[src/rtl/pcd8544_rx_if.sv]
// Bundle of LCD-side SPI pins plus the decoded state and frame RAM read port.
// master = host/LCD driver side, slave = the receiver.
interface pcd8544_if;
  logic       sclk, mosi, sce, dc, lcd_rst;
  logic [7:0] rx_byte;
  logic       rx_valid, rx_is_data;
  logic [6:0] x_addr;
  logic [2:0] y_addr;
  logic       h_mode, v_mode, pd;
  logic [1:0] disp_mode;
  logic [8:0] rd_addr;
  logic [7:0] rd_data;
  logic       err_frame;

  modport master (
    output sclk, mosi, sce, dc, lcd_rst, rd_addr,
    input  rx_byte, rx_valid, rx_is_data, x_addr, y_addr,
           h_mode, v_mode, pd, disp_mode, rd_data, err_frame
  );
  modport slave (
    input  sclk, mosi, sce, dc, lcd_rst, rd_addr,
    output rx_byte, rx_valid, rx_is_data, x_addr, y_addr,
           h_mode, v_mode, pd, disp_mode, rd_data, err_frame
  );
endinterface

[src/rtl/pcd8544_rx.sv]
// PCD8544 SPI receiver: byte capture, command decode, RAM address tracking.
// Frame RAM and read port exist only when PCD8544_FRAMEBUF_EN is defined.
module pcd8544_rx #(
  parameter int SYNC_STAGES = 2,
  parameter int COLS        = 84,
  parameter int ROWS        = 6
) (
  input logic      clk,
  input logic      rst,
  pcd8544_if.slave bus
);
  localparam int DEPTH = COLS * ROWS;
  localparam logic [0:0] ST_IDLE  = 1'b0;
  localparam logic [0:0] ST_SHIFT = 1'b1;

  logic [SYNC_STAGES-1:0] r_s_sclk, r_s_mosi, r_s_sce, r_s_dc, r_s_lrst;
  logic w_sclk, w_mosi, w_sce, w_dc, w_lcd_rst, w_sclk_rise;

  logic [0:0] r_state;
  logic [2:0] r_cnt;
  logic [6:0] r_shift;
  logic       r_sclk_d;
  logic [7:0] r_rx_byte;
  logic       r_rx_valid, r_rx_is_data, r_err;
  logic [6:0] r_x_addr;
  logic [2:0] r_y_addr;
  logic       r_h_mode, r_v_mode, r_pd;
  logic [1:0] r_disp_mode;

  always_ff @(posedge clk or negedge rst) begin
    if (!rst) begin
      r_s_sclk <= '0;
      r_s_mosi <= '0;
      r_s_sce  <= '1;
      r_s_dc   <= '0;
      r_s_lrst <= '1;
    end else begin
      r_s_sclk <= {r_s_sclk[SYNC_STAGES-2:0], bus.sclk};
      r_s_mosi <= {r_s_mosi[SYNC_STAGES-2:0], bus.mosi};
      r_s_sce  <= {r_s_sce[SYNC_STAGES-2:0],  bus.sce};
      r_s_dc   <= {r_s_dc[SYNC_STAGES-2:0],   bus.dc};
      r_s_lrst <= {r_s_lrst[SYNC_STAGES-2:0], bus.lcd_rst};
    end
  end

  assign w_sclk      = r_s_sclk[SYNC_STAGES-1];
  assign w_mosi      = r_s_mosi[SYNC_STAGES-1];
  assign w_sce       = r_s_sce[SYNC_STAGES-1];
  assign w_dc        = r_s_dc[SYNC_STAGES-1];
  assign w_lcd_rst   = r_s_lrst[SYNC_STAGES-1];
  assign w_sclk_rise = w_sclk & ~r_sclk_d;

  always_ff @(posedge clk or negedge rst) begin
    if (!rst) begin
      r_state      <= ST_IDLE;
      r_cnt        <= '0;
      r_shift      <= '0;
      r_sclk_d     <= 1'b0;
      r_rx_byte    <= '0;
      r_rx_valid   <= 1'b0;
      r_rx_is_data <= 1'b0;
      r_err        <= 1'b0;
      r_x_addr     <= '0;
      r_y_addr     <= '0;
      r_h_mode     <= 1'b0;
      r_v_mode     <= 1'b0;
      r_pd         <= 1'b1;
      r_disp_mode  <= '0;
    end else begin
      r_rx_valid <= 1'b0;
      r_err      <= 1'b0;
      r_sclk_d   <= w_sclk;
      if (!w_lcd_rst) begin
        // LCD reset pin: same values as power-on, partial byte dropped silently
        r_state      <= ST_IDLE;
        r_cnt        <= '0;
        r_shift      <= '0;
        r_rx_byte    <= '0;
        r_rx_is_data <= 1'b0;
        r_x_addr     <= '0;
        r_y_addr     <= '0;
        r_h_mode     <= 1'b0;
        r_v_mode     <= 1'b0;
        r_pd         <= 1'b1;
        r_disp_mode  <= '0;
      end else begin
        case (r_state)
          ST_IDLE: if (!w_sce) begin
            r_state <= ST_SHIFT;
            r_cnt   <= '0;
          end
          default: if (w_sce) begin
            r_state <= ST_IDLE;
            r_cnt   <= '0;
            if (r_cnt != 3'd0) r_err <= 1'b1;
          end else if (w_sclk_rise) begin
            r_shift <= {r_shift[5:0], w_mosi};
            r_cnt   <= r_cnt + 3'd1;
            if (r_cnt == 3'd7) begin
              r_rx_byte    <= {r_shift, w_mosi};
              r_rx_is_data <= w_dc;
              r_rx_valid   <= 1'b1;
            end
          end
        endcase

        if (r_rx_valid) begin
          if (r_rx_is_data) begin
            if (!r_v_mode) begin
              if (int'(r_x_addr) == COLS-1) begin
                r_x_addr <= '0;
                r_y_addr <= (int'(r_y_addr) == ROWS-1) ? 3'd0 : r_y_addr + 3'd1;
              end else begin
                r_x_addr <= r_x_addr + 7'd1;
              end
            end else begin
              if (int'(r_y_addr) == ROWS-1) begin
                r_y_addr <= '0;
                r_x_addr <= (int'(r_x_addr) == COLS-1) ? 7'd0 : r_x_addr + 7'd1;
              end else begin
                r_y_addr <= r_y_addr + 3'd1;
              end
            end
          end else if (r_rx_byte[7:3] == 5'b00100) begin
            r_pd     <= r_rx_byte[2];
            r_v_mode <= r_rx_byte[1];
            r_h_mode <= r_rx_byte[0];
          end else if (!r_h_mode) begin
            // extended-set codes (bias/Vop/temp) fall through here untouched
            if (r_rx_byte[7:3] == 5'b00001 && r_rx_byte[2:0] <= 3'd5)
              r_disp_mode <= {r_rx_byte[2], r_rx_byte[0]};
            else if (r_rx_byte[7:3] == 5'b01000 && int'(r_rx_byte[2:0]) < ROWS)
              r_y_addr <= r_rx_byte[2:0];
            else if (r_rx_byte[7] && int'(r_rx_byte[6:0]) < COLS)
              r_x_addr <= r_rx_byte[6:0];
          end
        end
      end
    end
  end

`ifdef PCD8544_FRAMEBUF_EN
  logic [7:0] r_mem [DEPTH];
  logic [7:0] r_rd_data;
  logic [8:0] w_wr_addr;

  assign w_wr_addr = 9'(int'(r_y_addr) * COLS + int'(r_x_addr));

  // no reset on the array: contents are undefined until written
  always_ff @(posedge clk) begin
    if (r_rx_valid && r_rx_is_data && w_lcd_rst) r_mem[w_wr_addr] <= r_rx_byte;
  end

  always_ff @(posedge clk or negedge rst) begin
    if (!rst)                     r_rd_data <= '0;
    else if (!w_lcd_rst)          r_rd_data <= '0;
    else if (int'(bus.rd_addr) < DEPTH) r_rd_data <= r_mem[bus.rd_addr];
    else                          r_rd_data <= '0;
  end
  assign bus.rd_data = r_rd_data;
`else
  logic w_unused_rd;
  assign w_unused_rd = ^bus.rd_addr;
  assign bus.rd_data = 8'h00;
`endif

  assign bus.rx_byte    = r_rx_byte;
  assign bus.rx_valid   = r_rx_valid;
  assign bus.rx_is_data = r_rx_is_data;
  assign bus.err_frame  = r_err;
  assign bus.x_addr     = r_x_addr;
  assign bus.y_addr     = r_y_addr;
  assign bus.h_mode     = r_h_mode;
  assign bus.v_mode     = r_v_mode;
  assign bus.pd         = r_pd;
  assign bus.disp_mode  = r_disp_mode;
endmodule

[src/flat_wrapper.sv]
// flat-port wrapper written by rule: the top's interface ports become plain ports
module pcd8544_rx_flat 
#(
  parameter int SYNC_STAGES = 2,
  parameter int COLS        = 84,
  parameter int ROWS        = 6
)
  (clk, rst, bus_sclk, bus_mosi, bus_sce, bus_dc, bus_lcd_rst, bus_rd_addr, bus_rx_byte, bus_rx_valid, bus_rx_is_data, bus_x_addr, bus_y_addr, bus_h_mode, bus_v_mode, bus_pd, bus_disp_mode, bus_rd_data, bus_err_frame);
  pcd8544_if bus_i ();
  input logic clk;
  input logic rst;
  input wire logic [$bits(bus_i.sclk)-1:0] bus_sclk;
  input wire logic [$bits(bus_i.mosi)-1:0] bus_mosi;
  input wire logic [$bits(bus_i.sce)-1:0] bus_sce;
  input wire logic [$bits(bus_i.dc)-1:0] bus_dc;
  input wire logic [$bits(bus_i.lcd_rst)-1:0] bus_lcd_rst;
  input wire logic [$bits(bus_i.rd_addr)-1:0] bus_rd_addr;
  output wire logic [$bits(bus_i.rx_byte)-1:0] bus_rx_byte;
  output wire logic [$bits(bus_i.rx_valid)-1:0] bus_rx_valid;
  output wire logic [$bits(bus_i.rx_is_data)-1:0] bus_rx_is_data;
  output wire logic [$bits(bus_i.x_addr)-1:0] bus_x_addr;
  output wire logic [$bits(bus_i.y_addr)-1:0] bus_y_addr;
  output wire logic [$bits(bus_i.h_mode)-1:0] bus_h_mode;
  output wire logic [$bits(bus_i.v_mode)-1:0] bus_v_mode;
  output wire logic [$bits(bus_i.pd)-1:0] bus_pd;
  output wire logic [$bits(bus_i.disp_mode)-1:0] bus_disp_mode;
  output wire logic [$bits(bus_i.rd_data)-1:0] bus_rd_data;
  output wire logic [$bits(bus_i.err_frame)-1:0] bus_err_frame;
  assign bus_i.sclk = bus_sclk;
  assign bus_i.mosi = bus_mosi;
  assign bus_i.sce = bus_sce;
  assign bus_i.dc = bus_dc;
  assign bus_i.lcd_rst = bus_lcd_rst;
  assign bus_i.rd_addr = bus_rd_addr;
  assign bus_rx_byte = bus_i.rx_byte;
  assign bus_rx_valid = bus_i.rx_valid;
  assign bus_rx_is_data = bus_i.rx_is_data;
  assign bus_x_addr = bus_i.x_addr;
  assign bus_y_addr = bus_i.y_addr;
  assign bus_h_mode = bus_i.h_mode;
  assign bus_v_mode = bus_i.v_mode;
  assign bus_pd = bus_i.pd;
  assign bus_disp_mode = bus_i.disp_mode;
  assign bus_rd_data = bus_i.rd_data;
  assign bus_err_frame = bus_i.err_frame;
  pcd8544_rx #(.SYNC_STAGES(SYNC_STAGES), .COLS(COLS), .ROWS(ROWS)) u_core (.clk(clk), .rst(rst), .bus(bus_i));
endmodule
[config.mk]
export PLATFORM = sky130hd
export DESIGN_NAME = pcd8544_rx_flat
export DESIGN_NICKNAME = d
export VERILOG_FILES = /design/src/rtl/pcd8544_rx_if.sv /design/src/rtl/pcd8544_rx.sv /design/src/flat_wrapper.sv
export SDC_FILE = /design/constraint.sdc
export NUM_CORES = 1
export LEC_CHECK = 0
export ABC_AREA = 1
export ABC_CLOCK_PERIOD_IN_PS = 1500
export CORE_MARGIN = 2
export CORE_UTILIZATION = 46
export DETAILED_ROUTE_END_ITERATION = 16
export HOLD_SLACK_MARGIN = 0.15
export PLACE_DENSITY = 0.8
export SYNTH_ARGS = -nofsm -noshare
export SYNTH_HDL_FRONTEND = slang
export SYNTH_SLANG_ARGS = --single-unit
[constraint.sdc]
create_clock -name clk -period 1.5 [get_ports clk]
set_input_delay 0.3 -clock clk [delete_from_list [all_inputs] [get_ports clk]]
set_output_delay 0.3 -clock clk [all_outputs]
set_load 0.01 [all_outputs]
After elaboration in Yosys (flattened, before gate mapping)

Cells that the tools add are included.

Add/sub/neg operators: 3
$lt $le $gt $ge: 3
Equality and inequality tests: 26
Muxes and demuxes: 69
Bitwise logic cells: 2
Reductions and logical operators: 11

Operator list:

| operator            | count |
|---|---|
| $mux 7              | 15 |
| $mux 3              | 15 |
| $mux 8              | 5 |
| $mux 1              | 28 |
| $ne 3x3->1 const B  | 7 |
| $ne 2x2->1 const B  | 10 |
| $mux 2              | 6 |
| $ne 4x4->1 const B  | 2 |
| $add 7x1->7 const B | 1 |
| $eq 7x7->1 const B  | 1 |
| $lt 7x7->1 const B  | 1 |
| $reduce_and 7->1    | 1 |
| $add 3x1->3 const B | 2 |
| $eq 3x3->1 const B  | 2 |
| $reduce_and 3->1    | 2 |
| $reduce_and 6->1    | 1 |
| $eq 5x1->1 const B  | 1 |
| $eq 5x3->1 const B  | 1 |
| $eq 5x4->1 const B  | 1 |
| $reduce_and 5->1    | 1 |
| $ne 4x3->1 const B  | 1 |
| $reduce_and 4->1    | 1 |
| $le 3x3->1 const B  | 1 |
| $logic_and 1x1->1   | 3 |
| other kinds (5)     | 5 |

Flip-flop bits (word level): 48
Bits of input ports: 16
Output and inout bits: 34
Logic and storage cells: 133

Longest topological paths before layout

Depth after elaboration: 10
Depth in mapped cells: 10

Worst setup path before layout

No wires, ideal clock.

Path type: register to register
From: register u_core.r_x_addr[0], in the netlist u_core.bus.x_addr[0]
To: register u_core.r_y_addr[0], in the netlist u_core.bus.y_addr[0]
Arrival: 1.340 ns
Required time: 1.383 ns
Setup slack: 0.043 ns
Stages on the path, launching flop included: 11
Path buffers: 0
Cells stage by stage: dfrtp_1 > ha_1 > nand2_1 > inv_1 > nand3_2 > nand2_2 > nor2_1 > a21oi_2 > nand2_2 > nand2_1 > nand2_1

Longest elaborated chain between the ends: 3

RTL lines:

| item                       | line              | text |
|---|---|---|
| start: declaration         | pcd8544_rx.sv:25  | `logic [6:0] r_x_addr;` |
| start signal: assignment   | pcd8544_rx.sv:114 | `r_x_addr <= r_x_addr + 7'd1;` |
| start signal: assignment   | pcd8544_rx.sv:119 | `r_x_addr <= (int'(r_x_addr) == COLS-1) ? 7'd0 : r_x_addr + 7'd1;` |
| start signal: assignment   | pcd8544_rx.sv:135 | `r_x_addr <= r_rx_byte[6:0];` |
| $eq 7x7->1                 | pcd8544_rx.sv:110 | `if (int'(r_x_addr) == COLS-1) begin` |
| $ne 4x4->1 (no line)       | n/a               |  |
| $reduce_and 6->1 (no line) | n/a               |  |
| end signal: assignment     | pcd8544_rx.sv:112 | `r_y_addr <= (int'(r_y_addr) == ROWS-1) ? 3'd0 : r_y_addr + 3'd1;` |
| end signal: assignment     | pcd8544_rx.sv:121 | `r_y_addr <= r_y_addr + 3'd1;` |
| end signal: assignment     | pcd8544_rx.sv:133 | `r_y_addr <= r_rx_byte[2:0];` |
| end: declaration           | pcd8544_rx.sv:26  | `logic [2:0] r_y_addr;` |

Every way passes these cells.
A chain may end at the register's enable or synchronous reset.

Worst setup path after layout

From: register u_core.r_rx_byte[1], in the netlist u_core.bus.rx_byte[1]
To: register u_core.r_y_addr[2], in the netlist u_core.bus.y_addr[2]

Longest elaborated chain between the ends: 4
Elaborated cells on any way between the ends: 7
Classes of those cells: order compare: 2; eq/ne: 2; reduce/logical: 3

RTL lines:

| item                                        | line                                 | text |
|---|---|---|
| start: declaration                          | pcd8544_rx.sv:23                     | `logic [7:0] r_rx_byte;` |
| start signal: assignment                    | pcd8544_rx.sv:100                    | `r_rx_byte <= {r_shift, w_mosi};` |
| $le 3x3->1 or $lt 3x3->1 (tied branches)    | pcd8544_rx.sv:130, pcd8544_rx.sv:132 |  |
| $logic_and 1x1->1, on equally long branches | pcd8544_rx.sv:130, pcd8544_rx.sv:132 |  |
| $ne 3x3->1 (no line)                        | n/a                                  |  |
| $reduce_and 6->1 (no line) *                | n/a                                  |  |

Mark *: on every way between the ends. The rest lies on a longest branch, timed or not.

==> tab_implementation.tex <==
\begin{tabular}{lr}
\hline
Metric & Value \\
\hline
\multicolumn{2}{l}{\textbf{Status}} \\
Outcome & complete, no violations \\
\multicolumn{2}{l}{\textbf{Global routing}} \\
Pin count of the biggest net entering global routing & 30 \\
Total GRT Usage & roughly a fifth \\
Antenna violations before repair & 0 \\
Congestion Overflow GR & 0 \\
Wire length of the first global-routing pass & $\sim$8.4 mm \\
Vias in the first global route & slightly below 2000 \\
\multicolumn{2}{l}{\textbf{Power}} \\
Combinational group share of total power & between 20\% and 30\% \\
IR drop worst, VDD & 632 uV \\
Reported net switching power & 0.000830 W \\
Sequential Power Share & 51.0\% \\
Internal power & $\sim$0.0020 W \\
Static leakage & 1.65 nW \\
Net switching fraction of the power & between 20 and 30\% \\
Power Dens Cells & a little over 900 nW/um\^{}2 \\
Clock power frac & between 20\% and 30\% \\
\multicolumn{2}{l}{\textbf{Floorplanning}} \\
Core footprint & slightly above 5000 sq um \\
Die footprint & approximately 5700 sq um \\
Initial Utilization & between 40\% and 50\% \\
I/O pin count & 50 \\
Die width & $\sim$76 um \\
Die span in y & approximately 76 um \\
\# rows & 26 \\
\multicolumn{2}{l}{\textbf{Worst setup path}} \\
Worst Path Required & 1.70 ns \\
Slack of the worst reg-to-reg path & 0.07 ns \\
Data arrival time of the critical path & $\sim$1.6 ns \\
Crit Path Class & reg -> reg \\
Startpoint type of the worst setup path & register \\
Critical path peak fanout & 4 \\
Type of destination of the critical path & register \\
\multicolumn{2}{l}{\textbf{Finish}} \\
Final Util & between 60\% and 70\% \\
Count of inserted antenna diode cells & 0 \\
Finished layout cell area & roughly 3100 sq um \\
Register Area & $\sim$1200 sq um \\
Layout net count & between 300 and 400 \\
Commonest non-fill, non-tap cell in the layout & sky130\_fd\_sc\_hd\_\_nand2\_1 \\
Fraction of final layout cells with drive strength greater than 1 & 24.5\% \\
Area taken by multi-input logic gates & roughly 1100 sq um \\
Filler cells & 436 \\
Commonest cells after routing, fill and taps aside & sky130\_fd\_sc\_hd\_\_nand2\_1 (69), sky130\_fd\_sc\_hd\_\_dfrtp\_1 (36), sky130\_fd\_sc\_hd\_\_buf\_4 (25), sky130\_fd\_sc\_hd\_\_inv\_1 (22), sky130\_fd\_sc\_hd\_\_o21ai\_0 (20) \\
Area added between synthesis and finish & 32.3\% \\
\multicolumn{2}{l}{\textbf{Synthesis}} \\
Mapped cell area & approximately 2400 sq um \\
Sequential-to-total area share from yosys stat & 51.1\% \\
Number of flip-flops and latches in the synthesized netlist & 48 \\
Number of standard cells after synthesis & about 280 \\
Yosys cell types & 31 \\
Average instance area after synthesis & around 8.5 sq um \\
Ys Warns & 0 \\
\multicolumn{2}{l}{\textbf{Timing}} \\
Final Setup Violations & 0 \\
Peak clock frequency supported by timing & 700 MHz \\
Clock skew after layout & roughly 0.0066 ns \\
Final worst-path cycle share & between 90\% and 100\% \\
Time the final worst path needs with I/O delays and setup & roughly 1.4 ns \\
RSZ-0062 raised after global routing & true \\
Final hold violation count & 0 \\
Max Transition Viols Final & 0 \\
\multicolumn{2}{l}{\textbf{Job}} \\
Max Cap Violations & 0 \\
\multicolumn{2}{l}{\textbf{Clock tree}} \\
Sinks on Clock Net & between 40 and 50 \\
Total number of H-tree levels & 2 \\
Clock transition at the registers of the reported paths & approximately 0.09 ns \\
Clk Latency, worst-skew pair & 0.30 ns \\
Clock buffers created by TritonCTS & 5 \\
Maximum clock insertion buffer count & 2 \\
Root buffer cell & sky130\_fd\_sc\_hd\_\_clkbuf\_8 \\
CTS tree & built \\
\multicolumn{2}{l}{\textbf{Routing}} \\
Residual antenna-violating net count after detailed routing & 0 \\
Vias after detailed routing & approximately 2000 \\
Total Routed Length & around 5.3 mm \\
Detailed-route DRC error count & 0 \\
Drt first pass iters & 4 \\
DRC marker count from the first detailed-route iteration & 132 \\
Average wire length per cell after detail routing & 13.0 um \\
Vias per inst & roughly 4.9 \\
\multicolumn{2}{l}{\textbf{Place}} \\
Detail Placement HPWL & roughly 3.5 mm \\
Number of buffers inserted by port buffering & 32 \\
Post-detailed-placement cell area & roughly 2800 sq um \\
Final GP Congestion & 0.820 \\
\multicolumn{2}{l}{\textbf{Worst hold path}} \\
Worst hold path class & reg -> reg \\
\hline
\end{tabular}
==> final timing paths <==
path	from	endpoint	cells after the start
setup / recovery	u_core.bus.rx_byte[1]	u_core.bus.y_addr[2]	7
hold / removal	u_core.r_s_sclk[0]	u_core.r_s_sclk[1]	0
setup reg to reg	u_core.bus.rx_byte[1]	u_core.bus.y_addr[2]	7
hold reg to reg	u_core.r_s_sclk[0]	u_core.r_s_sclk[1]	0
max in group asynchronous	rst	u_core.bus.rx_byte[3]	3
min in group asynchronous	rst	u_core.bus.disp_mode[1]	2
==> synth_stat cells <==
cell	instances	share of area, %
sky130_fd_sc_hd__nand4_1	8	2.1
sky130_fd_sc_hd__buf_2	2	0.42
sky130_fd_sc_hd__conb_1	1	0.16
sky130_fd_sc_hd__inv_1	23	3.7
sky130_fd_sc_hd__nand2_2	4	1.1
sky130_fd_sc_hd__xor2_1	1	0.37
sky130_fd_sc_hd__nor3_1	2	0.42
sky130_fd_sc_hd__a22o_1	2	0.74
sky130_fd_sc_hd__o31ai_1	1	0.32
sky130_fd_sc_hd__a21oi_4	1	0.69
sky130_fd_sc_hd__inv_2	2	0.32
sky130_fd_sc_hd__dfstp_2	5	5.6
sky130_fd_sc_hd__nand3_1	18	3.8
sky130_fd_sc_hd__a211oi_1	1	0.32
sky130_fd_sc_hd__a31oi_4	1	0.90
sky130_fd_sc_hd__a21oi_1	12	2.5
sky130_fd_sc_hd__nand4_2	1	0.53
sky130_fd_sc_hd__o21ai_0	22	4.7
sky130_fd_sc_hd__nand2_1	75	12
sky130_fd_sc_hd__nand3_2	2	0.85
sky130_fd_sc_hd__buf_4	11	3.5
sky130_fd_sc_hd__buf_6	1	0.48
sky130_fd_sc_hd__nand3b_1	1	0.32
sky130_fd_sc_hd__inv_4	1	0.26
sky130_fd_sc_hd__nor3b_2	1	0.53
sky130_fd_sc_hd__o211ai_1	2	0.63
sky130_fd_sc_hd__ha_1	4	2.1
sky130_fd_sc_hd__nor2_2	5	1.3
sky130_fd_sc_hd__nor2_1	23	3.7
sky130_fd_sc_hd__dfrtp_1	43	46
sky130_fd_sc_hd__a21oi_2	1	0.37
==> sequential cells by signal, summed over array words and instances, names as in the netlist <==
name,flops
u_core.bus.disp_mode,2
u_core.bus.err_frame,1
u_core.bus.h_mode,1
u_core.bus.pd,1
u_core.bus.rx_byte,8
u_core.bus.rx_is_data,1
u_core.bus.rx_valid,1
u_core.bus.v_mode,1
u_core.bus.x_addr,7
u_core.bus.y_addr,3
u_core.r_cnt,3
u_core.r_s_dc,2
u_core.r_s_lrst,2
u_core.r_s_mosi,2
u_core.r_s_sce,2
u_core.r_s_sclk,2
u_core.r_sclk_d,1
u_core.r_shift,7
u_core.r_state,1
==> critical path, stage by stage (launching register included) <==
cell,delay (ns)
sky130_fd_sc_hd__dfrtp_1,0.40
sky130_fd_sc_hd__buf_4,0.15
sky130_fd_sc_hd__a21oi_2,0.20
sky130_fd_sc_hd__nand3_1,0.16
sky130_fd_sc_hd__a21oi_4,0.21
sky130_fd_sc_hd__nand2_2,0.09
sky130_fd_sc_hd__nand2_2,0.08
sky130_fd_sc_hd__nand2_1,0.04
==> cell families (layout without fill, tap and decap cells) <==
group	Yosys count	in the layout	share of synthesized area [%]
other	1	8	0.159
buffers and inverters	40	94	8.62
flip-flops	48	48	51.1
AND/OR/NAND/NOR	140	140	26.5
adder cells (fa/ha/maj)	4	4	2.12
AO/OA/AOI/OAI	43	44	11.2
XOR/XNOR	1	1	0.370
==> metal layers <==
metal  global-route usage (%)  share of wire [%]  wire length (um)  vias to the layer above
met5                        0                  0                 0                        -
met4                     6.82                2.0               104                        0
met3                     4.76                3.6               190                       11
met2                     33.9                 53              2810                       46
met1                     23.9                 42              2210                      947
li1                         -                  -                 -                     1010
==> power by group through the flow <==
stage | clock [W] | sequential (W) | combinational [W]
floorplan | 0 | 0.00153 | 0.000255
global placement | 0 | 0.00152 | 0.000481
detailed placement | 0 | 0.00152 | 0.000494
CTS | 0.000805 | 0.00146 | 0.000573
global route | 0.000857 | 0.00147 | 0.000682
finish | 0.000791 | 0.00146 | 0.000613
==> through the flow <==
stage | cells | hold slack [ns] | worst slack [ns] | setup TNS, ns | power, W
finish | 409 | 0.358 | 0.0706 | 0 | 0.00287
global route | 409 | 0.370 | -0.0469 | -0.105 | 0.00301
CTS | 408 | 0.358 | 0.0000890 | 0 | 0.00284
detailed placement | 381 | 0.280 | 0.0394 | 0 | 0.00202
global placement | 381 | 0.272 | 0.0948 | 0 | 0.00200
floorplan | 284 | 0.00441 | 0.0432 | 0 | 0.00178
==> final cells by class <==
| cell class | count | area share (%) |
|---|---|---|
| clock inverter | 1 | 0.240 |
| timing repair buffer | 60 | 17.6 |
| clock buffer | 7 | 2.76 |
| tap | 70 | 2.80 |
| sequential | 48 | 38.9 |
| inverter | 26 | 3.28 |
| multi-input combinational | 197 | 34.5 |
==> timing repair <==
action,in CTS,in global routing
hold buffers,1,0
endpoints found under the setup margin,25,25
buffers inserted,18,0
cloned,0,1
endpoints found under the hold margin,14,0
resized for setup,26,34
pin swaps,0,10
No activity file was read; power rests on OpenSTA's default activity.
